[src/rtl/rs_add.sv]
// rs_add_pkg: decoded-op payload and opcode constants shared by the station and its users.
// rs_add: reservation station for the integer add/logic FU.
//   Ops wait in a collapsing queue (slot 0 oldest) until both sources are ready.
//   Sources are woken by CDB broadcasts. The oldest ready op is offered to the FU.
//   Ports:
//     clk, rst            clock, asynchronous active-high reset
//     flush               squash every held op
//     dispatch_*          incoming op, its source/dest tags, ROB index, valid/ready
//     cdb_valid, cdb_pd   writeback broadcast used for wakeup
//     issue_*             oldest ready op, its tags, ROB index, valid/ready to the FU
package rs_add_pkg;

    typedef struct packed {
        logic [6:0]  opcode;
        logic [2:0]  funct3;
        logic [6:0]  funct7;
        logic [31:0] imm;
        logic [31:0] pc;
    } decode_info_t;

    localparam logic [6:0] OPC_LUI    = 7'b0110111;
    localparam logic [6:0] OPC_AUIPC  = 7'b0010111;
    localparam logic [6:0] OPC_OP     = 7'b0110011;
    localparam logic [6:0] OPC_OP_IMM = 7'b0010011;

endpackage

module rs_add
    import rs_add_pkg::*;
#(
    parameter int unsigned PHYS_REG_BITS = 6,
    parameter int unsigned ROB_IDX_BITS  = 5,
    parameter int unsigned NUM_ENTRIES   = 4
) (
    input  logic                     clk,
    input  logic                     rst,
    input  logic                     flush,
    input  logic                     dispatch_valid,
    output logic                     dispatch_ready,
    input  decode_info_t             dispatch_info,
    input  logic [PHYS_REG_BITS-1:0] dispatch_ps1,
    input  logic                     dispatch_ps1_rdy,
    input  logic [PHYS_REG_BITS-1:0] dispatch_ps2,
    input  logic                     dispatch_ps2_rdy,
    input  logic [PHYS_REG_BITS-1:0] dispatch_pd,
    input  logic [ROB_IDX_BITS-1:0]  dispatch_rob,
    input  logic                     cdb_valid,
    input  logic [PHYS_REG_BITS-1:0] cdb_pd,
    output logic                     issue_valid,
    input  logic                     issue_ready,
    output decode_info_t             issue_info,
    output logic [PHYS_REG_BITS-1:0] issue_ps1,
    output logic [PHYS_REG_BITS-1:0] issue_ps2,
    output logic [PHYS_REG_BITS-1:0] issue_pd,
    output logic [ROB_IDX_BITS-1:0]  issue_rob
);

    localparam int unsigned IW = $clog2(NUM_ENTRIES);
    localparam int unsigned CW = $clog2(NUM_ENTRIES + 1);

    typedef struct packed {
        decode_info_t             info;
        logic [PHYS_REG_BITS-1:0] ps1;
        logic                     rdy1;
        logic [PHYS_REG_BITS-1:0] ps2;
        logic                     rdy2;
        logic [PHYS_REG_BITS-1:0] pd;
        logic [ROB_IDX_BITS-1:0]  rob;
    } entry_t;

    entry_t         ent   [NUM_ENTRIES];
    entry_t         ent_n [NUM_ENTRIES];
    entry_t         woke  [NUM_ENTRIES];
    entry_t         new_ent;
    entry_t         sel_ent;
    logic [CW-1:0]  cnt;
    logic [CW-1:0]  cnt_n;
    logic [CW-1:0]  wr_idx;
    logic [IW-1:0]  sel;
    logic           found;
    logic           accept;
    logic           fire;
    logic           is_upper;
    logic           is_rr;

    // Occupancy from registered count only; a slot freed by issue is reusable next cycle.
    assign dispatch_ready = (cnt < CW'(NUM_ENTRIES));
    assign accept         = dispatch_valid && dispatch_ready;
    assign fire           = issue_valid && issue_ready;

    // Oldest ready entry; payload is zero when nothing is ready.
    always_comb begin
        found   = 1'b0;
        sel     = '0;
        sel_ent = '0;
        for (int i = 0; i < NUM_ENTRIES; i++) begin
            if (!found && (CW'(i) < cnt) && ent[i].rdy1 && ent[i].rdy2) begin
                found   = 1'b1;
                sel     = IW'(i);
                sel_ent = ent[i];
            end
        end
    end

    assign issue_valid = found;
    assign issue_info  = sel_ent.info;
    assign issue_ps1   = sel_ent.ps1;
    assign issue_ps2   = sel_ent.ps2;
    assign issue_pd    = sel_ent.pd;
    assign issue_rob   = sel_ent.rob;

    // Incoming entry; upper-immediate ops ignore both sources, only reg-reg waits on ps2.
    always_comb begin
        is_upper         = (dispatch_info.opcode == OPC_LUI) || (dispatch_info.opcode == OPC_AUIPC);
        is_rr            = (dispatch_info.opcode == OPC_OP);
        new_ent          = '0;
        new_ent.info     = dispatch_info;
        new_ent.ps1      = dispatch_ps1;
        new_ent.ps2      = dispatch_ps2;
        new_ent.pd       = dispatch_pd;
        new_ent.rob      = dispatch_rob;
        new_ent.rdy1     = is_upper || dispatch_ps1_rdy || (dispatch_ps1 == '0) ||
                           (cdb_valid && (cdb_pd == dispatch_ps1));
        new_ent.rdy2     = !is_rr || dispatch_ps2_rdy || (dispatch_ps2 == '0) ||
                           (cdb_valid && (cdb_pd == dispatch_ps2));
    end

    // Next queue: wake, collapse over the issued slot, then append behind the survivors.
    always_comb begin
        for (int i = 0; i < NUM_ENTRIES; i++) begin
            woke[i] = ent[i];
            if (cdb_valid && (ent[i].ps1 == cdb_pd)) woke[i].rdy1 = 1'b1;
            if (cdb_valid && (ent[i].ps2 == cdb_pd)) woke[i].rdy2 = 1'b1;
        end
        for (int i = 0; i < NUM_ENTRIES - 1; i++) begin
            ent_n[i] = (fire && (IW'(i) >= sel)) ? woke[i+1] : woke[i];
        end
        ent_n[NUM_ENTRIES-1] = woke[NUM_ENTRIES-1];
        wr_idx = cnt - CW'(fire);
        for (int i = 0; i < NUM_ENTRIES; i++) begin
            if (accept && (wr_idx == CW'(i))) ent_n[i] = new_ent;
        end
        cnt_n = cnt + CW'(accept) - CW'(fire);
        if (flush) cnt_n = '0;
    end

    // Queue state.
    always_ff @(posedge clk or posedge rst) begin
        if (rst) begin
            cnt <= '0;
            for (int i = 0; i < NUM_ENTRIES; i++) ent[i] <= '0;
        end else begin
            cnt <= cnt_n;
            for (int i = 0; i < NUM_ENTRIES; i++) ent[i] <= ent_n[i];
        end
    end

endmodule

[config.mk]
export PLATFORM = sky130hd
export DESIGN_NAME = rs_add
export DESIGN_NICKNAME = d
export VERILOG_FILES = /design/src/rtl/rs_add.sv
export SDC_FILE = /design/constraint.sdc
export NUM_CORES = 1
export LEC_CHECK = 0
export ABC_AREA = 1
export BUFFER_PORTS_ARGS = -buffer_cell sky130_fd_sc_hd__buf_2
export CORE_MARGIN = 3
export CORE_UTILIZATION = 39
export DETAILED_ROUTE_END_ITERATION = 10
export PLACE_DENSITY = 0.69
export SYNTH_ARGS = -nofsm -noshare
export SYNTH_HDL_FRONTEND = slang
export SYNTH_SLANG_ARGS = --single-unit
[constraint.sdc]
create_clock -name clk -period 22.1 [get_ports clk]
set_input_delay 6.63 -clock clk [delete_from_list [all_inputs] [get_ports clk]]
set_output_delay 6.63 -clock clk [all_outputs]
set_load 0.01 [all_outputs]
# Word level (Yosys, flattened, before mapping)
# Cells that the tools add are included.
[word_totals]
mem_bits_rw = 0
rom_bits = 0
regBits = 427
out_inout_bits = 106
mem_count = 0
latchBits = 0
wordCells = 148
[op_classes]
order_cmp = 8
muxes = 27
eq_ne = 16
n_bitwise = 0
div_mod_pow = 0
n_reduce_logical = 49
shift = 0
n_mul = 0
add_sub_neg = 3
[op_table]
columns = ["cell", "count"]
rows = [
  ["$mux 106", 10],
  ["$eq 6x6->1", 10],
  ["$logic_and 1x1->1", 30],
  ["$mux 19", 1],
  ["$eq 7x6->1 const B", 2],
  ["$mux 1", 13],
  ["$logic_not 6->1", 2],
  ["$eq 7x5->1 const B", 1],
  ["$logic_or 1x1->1", 7],
  ["$eq 3x2->1 const B", 2],
  ["$lt 1x3->1 const A", 2],
  ["$lt 2x3->1 const A", 2],
  ["$reduce_bool 2->1", 3],
  ["$reduce_bool 3->1", 2],
  ["$sub 3x1->3", 2],
  ["$ge 1x2->1 const A", 2],
  ["$logic_not 1->1", 4],
  ["$mux 2", 2],
  ["$add 3x1->3", 1],
  ["$eq 3x1->1 const B", 1],
  ["$logic_not 3->1", 1],
  ["$lt 3x3->1 const B", 1],
  ["$mux 3", 1],
  ["$ge 2x2->1 const A", 1],
]

# Logic depth before layout (Yosys ltp)
# Gate-level depths: netlist of the first run.
[logic_depth]
depth_word = 24
depth_mapped = 20

# Least setup slack after synthesis of the first run
# OpenSTA, ideal clock, no wires.
[synth_path]
path_type = "reg2out"
start = "reg cnt[2]"
end = "out issue_ps2[5]"
slack_ps = 13560
stages_incl_launch_ff = 13
required_ps = 15470
t_arrival_ps = 1910
path_cell_list = "dfrtp_1 -> inv_1 -> ha_1 -> nand2_1 -> nand2_2 -> nand2_2 -> nor2_4 -> nand2_1 -> inv_1 -> buf_2 -> buf_4 -> nand2_1 -> nand2_1"
[synth_between]
elab_chain_len = 19
word_cells_on_any_way = 25
cone_classes = "4 x order compare; 7 x mux; 14 x reduce/logical"
[synth_rtl]
columns = ["element", "line", "rtl"]
rows = [
  ["from (decl)", "76", "logic [CW-1:0] cnt;"],
  ["from (signal assigned)", "153", "cnt <= cnt_n;"],
  ["$lt 1x3->1", "97", "if (!found && (CW'(i) < cnt) && ent[i].rdy1 && ent[i].rdy2) begin"],
  ["$logic_and 1x1->1 (2 in series)", "97", ""],
  ["$mux 1", "97", ""],
  ["$logic_not 1->1", "97", ""],
  ["$logic_and 1x1->1 (3 in series)", "97", ""],
  ["$mux 1", "97", ""],
  ["$logic_not 1->1", "97", ""],
  ["$logic_and 1x1->1 (3 in series)", "97", ""],
  ["$mux 1", "97", ""],
  ["$logic_not 1->1", "97", ""],
  ["$logic_and 1x1->1 (3 in series)", "97", ""],
  ["$mux 106 *", "97", ""],
  ["to (decl)", "53", "output logic [PHYS_REG_BITS-1:0] issue_ps2,"],
]
# Every way passes the cells marked *; elsewhere a longest branch is shown, timed or not.

# Worst setup path after layout of the first run
[layout_path]
start = "reg cnt[2]"
end = "out issue_pd[2]"
[layout_between]
elab_chain_len = 19
word_cells_on_any_way = 25
cone_classes = "4 x order compare; 7 x mux; 14 x reduce/logical"
[layout_rtl]
columns = ["element", "line", "rtl"]
rows = [
  ["$lt 1x3->1", "97", ""],
  ["$logic_and 1x1->1 (2 in series)", "97", ""],
  ["$mux 1", "97", ""],
  ["$logic_not 1->1", "97", ""],
  ["$logic_and 1x1->1 (3 in series)", "97", ""],
  ["$mux 1", "97", ""],
  ["$logic_not 1->1", "97", ""],
  ["$logic_and 1x1->1 (3 in series)", "97", ""],
  ["$mux 1", "97", ""],
  ["$logic_not 1->1", "97", ""],
  ["$logic_and 1x1->1 (3 in series)", "97", ""],
  ["$mux 106 *", "97", ""],
  ["to (decl)", "54", "output logic [PHYS_REG_BITS-1:0] issue_pd,"],
]
# Marked as above.

==> flow_summary.ini, run 1 <==
[setup_path]
rr_worst_depth = 18
critical_path.max_stage_delay_ns = 0.97
cp-end-kind = primary output
crit_top_cell = inv_1
worstPathArrival_ns = 3.81
crit_required_ns = 15.47
critPathKind = reg2out
cp_slowest_cell = buf_4
cp-start-kind = flop
crit_chain = inv_1 -> ha_1 -> inv_2 -> nand3_1 -> nand2_2 -> inv_1 -> nand2_1 -> inv_4 -> buf_4 -> a21oi_1 -> o21ai_0 -> buf_2
crit_path_max_fanout = 79

[placement]
port_buffers = 223
dp_slack_ns = 12.09
dpl.hpwl_um = 41800
gp_congestion = 0.878

[hold_path]
min_path_type = reg2reg
hold_path_depth = 2

[clock_tree]
clk_latency_ns = 0.60
htreeDepth = 2
cts_setup_buffers = 0
cts-buffers-inserted = 49
clkSlewWorstSetupHoldPaths_ns = 0.06
postCtsHoldBufs = 0
cts_tree = built
cts_buffer_depth = 3
cts_sinks = 427
root_buffer = clkbuf_16
post_cts_resize_count = 0

[finish]
area_growth_pct = 14.2
drive_gt1_frac = 0.121
final_common_cell = nand2_1
fin_nets = 3029
layout.cells.most_common_list = nand2_1, dfrtp_1, inv_1, nand3_1, buf_2

[detailed_routing]
first_iter_violations = 1981
vias = 20100
drtPass1Iterations = 5
drt_wl_total_um = 70800
ant_nets = 0
drc = 0
vias_per_cell = 5.45
wl_per_cell_um = 19.2

[status]
status = complete, no violations

[logic_synthesis]
synth-seq-cells = 427
syn_area_um2 = 21900
yosysUniqueCellTypes = 30
synth.avg_cell_area_um2 = 7.84
yosys_warnings = 0
syn_inst = 2792
synth_seq_area_share = 0.488
syn-num-nets = 2917

[floorplanning]
start_util = 0.396
design.core.area_um2 = 55300
rows = 86
die_w_um = 243
io_pins = 224
die-area_um2 = 59000
fp.dieH_um = 243

[timing]
tightestPinTransition_ns = 1.16
period_share = 0.472
finalSetupViolCount = 0
timing.hold.ws_ns = 0.484
rsz0062_at_grt = no
hold_viol = 0
finalClockSkew_ns = 0.0192
final_max_slew_viol_count = 0
max_freq_mhz = 95.8
min_period_ns = 10.44
tns_ns = 0
setup_slack_ns = 11.66
slew_headroom = 0.226

[global_routing]
antenna_found_initial = 7
grt_pass1_vias = 19500
grt_max_degree = 175
grt_util_met1 = 0.334
grtUsageTotal = 0.237
gr-usage-met2 = 0.381
use_met3 = 0.0331
grt-ovfl-total = 0
grt.busiest_layer = met2
grt_pass1_wl_um = 112000

[power_and_ir_drop]
power_density_nw_per_um2 = 166
leakage_nw = 11.9
ir_drop_v = 0.000120

[job]
max-cap-violations = 0
[area by class of cell]
type                       count  area [um^2]
tap                          748          936
clock buffer                  71         1450
fill                        5531        30300
multi-input combinational   1839         9140
inverter                     334         1280
antenna                        5         12.5
sequential                   427        10700
timing repair buffer         253         1350
clock inverter                16          144
[critical path, delay by kind of cell (launching register included)]
family,cells,cell delay (ns)
compound gates,2,0.37
fa+ha+maj,1,0.28
buf+inv,6,1.83
flops,1,0.40
simple gates,3,0.32
[power by group]
part           switching (mW)  internal [mW]
registers               0.240           1.15
clock network           0.344          0.458
logic                    1.34          0.616
[path summary, 6_finish.rpt]
kind,from,endpoint,slack [ns]
max in group asynchronous,rst,ent[395]$_DFFE_PP0P_,13.72
min in group asynchronous,rst,ent[338]$_DFFE_PP0P_,6.14
worst max-delay path,cnt[2]$_DFF_PP0_,issue_pd[2],11.66
worst min-delay path,ent[387]$_DFFE_PP0P_,ent[387]$_DFFE_PP0P_,0.48
worst max register to register,cnt[2]$_DFF_PP0_,ent[249]$_DFFE_PP0P_,17.09
worst min register to register,ent[387]$_DFFE_PP0P_,ent[387]$_DFFE_PP0P_,0.48
[synthesized netlist by cell type (all sizes together)]
| library cell | number | share of area |
|---|---|---|
| a21oi | 80 | 0.019 |
| nor3 | 11 | 0.0030 |
| buf | 90 | 0.022 |
| o211ai | 172 | 0.059 |
| clkbuf | 102 | 0.017 |
| o221ai | 71 | 0.028 |
| o22ai | 70 | 0.020 |
| dfrtp | 427 | 0.49 |
| ha | 6 | 0.0034 |
| o2111ai | 32 | 0.013 |
| fa | 1 | 0.00091 |
| and2 | 1 | 0.00029 |
| o21ai | 124 | 0.028 |
| nand3 | 294 | 0.067 |
| nor2 | 51 | 0.010 |
| xnor2 | 6 | 0.0024 |
| xor2 | 6 | 0.0024 |
| inv | 334 | 0.057 |
| nand4 | 7 | 0.0020 |
| nand2 | 907 | 0.16 |
[registers in the layout, summed over array words and instances, names as in the netlist]
register / count
ent: 424
cnt: 3
[through the flow]
stage	instances	util	total power, mW	instance area, um^2
after global routing	3691	0.452	4.46	25000
after detailed placement	3601	0.423	3.36	23400
after global placement	3601	0.423	3.31	23400
after floorplan	2792	-	2.69	21900
final	3693	0.452	4.15	25000
after CTS	3688	0.452	4.16	25000
[metal layers]
layer	vias up	part of all wire
met1	9680	0.44
met2	807	0.46
met3	117	0.077
li1	9521	-
met5	-	0.00030
met4	4	0.024
[cell families (layout without fill, tap and decap cells)]
family | count (synthesis) | count (layout) | synth area share
and+or+nand+nor | 1271 | 1271 | 0.239
AOI/OAI and AO/OA | 549 | 549 | 0.168
buffers and inverters | 526 | 674 | 0.0964
DFF | 427 | 427 | 0.488
xor gates and xnor gates | 12 | 12 | 0.00480
adders and majority gates | 7 | 7 | 0.00435
other | 0 | 5 | 0
(Power assumes the default switching activity.)
==> inputs of run 2 (changes only) <==
- ABC_AREA: 1 -> 0
- clock period: 22.1 -> 10.6 ns (I/O delays scaled with it)
==> flow_summary.ini, run 2 <==
[global_routing]
grt-ovfl-total = 0
antenna_found_initial = 13
grtUsageTotal = 0.213
grt_pass1_vias = 17900
grt_max_degree = 182
grt_pass1_wl_um = 99000

[detailed_routing]
drtPass1Iterations = 7
vias = 17800
drc = 0
drt_wl_total_um = 62800
wl_per_cell_um = 20.4
first_iter_violations = 1873
vias_per_cell = 5.78
ant_nets = 0

[floorplanning]
fp.dieH_um = 241
design.core.area_um2 = 54200
io_pins = 224
start_util = 0.398
rows = 85
die-area_um2 = 58200
die_w_um = 241

[finish]
final_util = 0.453
final_common_cell = dfrtp_1
largest_reg_flops = 424
design_area_um2 = 24600
fin_nets = 2462
fillCellCount = 5079
top_regs = ent (424), cnt (3)
regMostFlops = ent
seqCellArea_um2 = 10700
layout.cells.most_common_list = dfrtp_1, nand2_1, nor2_1, buf_2, mux2i_1
multi_input_area_um2 = 10100
area_growth_pct = 13.9
drive_gt1_frac = 0.187

[clock_tree]
clkSlewWorstSetupHoldPaths_ns = 0.06
cts_buffer_depth = 3
cts-buffers-inserted = 47
cts_setup_buffers = 0
clk_latency_ns = 0.57
htreeDepth = 2
cts_tree = built
post_cts_resize_count = 0
postCtsHoldBufs = 0
root_buffer = clkbuf_16
cts_sinks = 427

[logic_synthesis]
synth_top_area_frac = 0.495
synth_most_common_cell = dfrtp_1
syn_area_um2 = 21600
yosysUniqueCellTypes = 46
synth_area_leaders = dfrtp_1, mux2i_1, nand2_1
async_flop_share = 1.00
synth-seq-cells = 427
yosys_warnings = 0
synth_top_cell_by_area = dfrtp_1
synth_edf_count = 0
synth_seq_area_share = 0.495
syn-num-nets = 2347
synth.avg_cell_area_um2 = 9.71
synthTopCellsByCount = dfrtp_1, nand2_1, nor2_1
syn_inst = 2222
synth_flop_cell = dfrtp_1

[timing]
tns_ns = 0
period_share = 0.686
min_period_ns = 7.27
finalSetupViolCount = 0
slew_headroom = 0.156
tightestPinTransition_ns = 1.23
max_freq_mhz = 138
hold_viol = 0
rsz0062_at_grt = no
final_max_slew_viol_count = 0
finalClockSkew_ns = 0.0105

[setup_path]
cp-start-kind = flop
crit_path_max_fanout = 81
cp-end-kind = primary output
worstPathArrival_ns = 4.09
crit_required_ns = 7.42
critPathKind = reg2out

[placement]
place_area_um2 = 23000
gp_congestion = 0.823
port_buffers = 223
dpl.hpwl_um = 35900

[power_and_ir_drop]
power_mw = 8.21
power_density_nw_per_um2 = 334
ir_drop_v = 0.000196
leakage_nw = 12.0

[hold_path]
min_path_type = reg2reg

[status]
status = complete, no violations

[job]
max-cap-violations = 0
run 2: cell types whose count changed in the layout (fill, tap and decap cells not counted), moves of 103 or more:
cell	before	now
inv_1	326	5
mux2_2	0	106
a21oi_1	78	181
o211ai_1	172	0
mux2i_1	0	210
nand3_1	293	3
nand2_1	903	363
nor2_1	44	292
a31oi_1	0	105
run 2: stage by stage:
| step | hold slack [ns] | cells | setup slack (ns) |
|---|---|---|---|
| floorplan | 0.503 | 2222 | 1.66 |
| global placement | 0.512 | 2984 | 3.95 |
| detailed placement | 0.519 | 2984 | 3.90 |
| CTS | 0.534 | 3066 | 3.29 |
| global route | 0.555 | 3069 | 3.08 |
| finish | 0.531 | 3074 | 3.33 |
run 2: final timing paths:
| path | startpoint | endpoint | slack [ns] | depth (start not counted) |
|---|---|---|---|---|
| worst min register to register | ent[91]$_DFFE_PP0P_ | ent[91]$_DFFE_PP0P_ | 0.53 | 1 |
| worst max register to register | cnt[2]$_DFF_PP0_ | ent[223]$_DFF_PP0_ | 6.10 | 12 |
| worst min-delay path | ent[91]$_DFFE_PP0P_ | ent[91]$_DFFE_PP0P_ | 0.53 | 1 |
| max in group asynchronous | rst | ent[99]$_DFFE_PP0P_ | 5.88 | 4 |
| worst max-delay path | cnt[1]$_DFF_PP0_ | issue_pd[0] | 3.33 | 9 |
| min in group asynchronous | rst | ent[357]$_DFFE_PP0P_ | 2.92 | 3 |
run 2: cell families after synthesis:
kind of cell | count (synthesis) | share of synthesized area
buffers and inverters | 192 | 0.0419
xor gates and xnor gates | 61 | 0.0248
DFF | 427 | 0.495
adders and majority gates | 7 | 0.00441
muxes | 316 | 0.153
and+or+nand+nor | 701 | 0.128
AOI/OAI and AO/OA | 518 | 0.154
run 2: layout make-up:
type / instances / share of cell area
Inverter: 7 / 0.00122
Clock buffer: 74 / 0.0590
Sequential cell: 427 / 0.435
Clock inverter: 8 / 0.00382
Timing Repair Buffer: 251 / 0.0550
Tap cell: 696 / 0.0354
Multi-Input combinational cell: 1603 / 0.410
Antenna cell: 8 / 0.000814
run 2: power by group:
group	switching (mW)	total, mW	internal, mW
logic	2.07	3.52	1.45
clock network	0.662	1.64	0.981
registers	0.599	3.04	2.45
run 2: worst max-delay path, stage by stage (launching register included):
cell	delay [ns]
dfrtp_1	0.39
inv_1	0.08
ha_1	0.23
nand3b_1	0.31
a21oi_2	0.41
or3_4	0.81
buf_4	0.74
nor2_1	0.09
a21oi_1	0.21
buf_2	0.17
run 2: layer usage:
layer | part of all wire | global-route usage
met5 | 0.0014 | 0
met4 | 0.022 | 0.0634
met3 | 0.080 | 0.0464
met2 | 0.48 | 0.355
met1 | 0.41 | 0.279
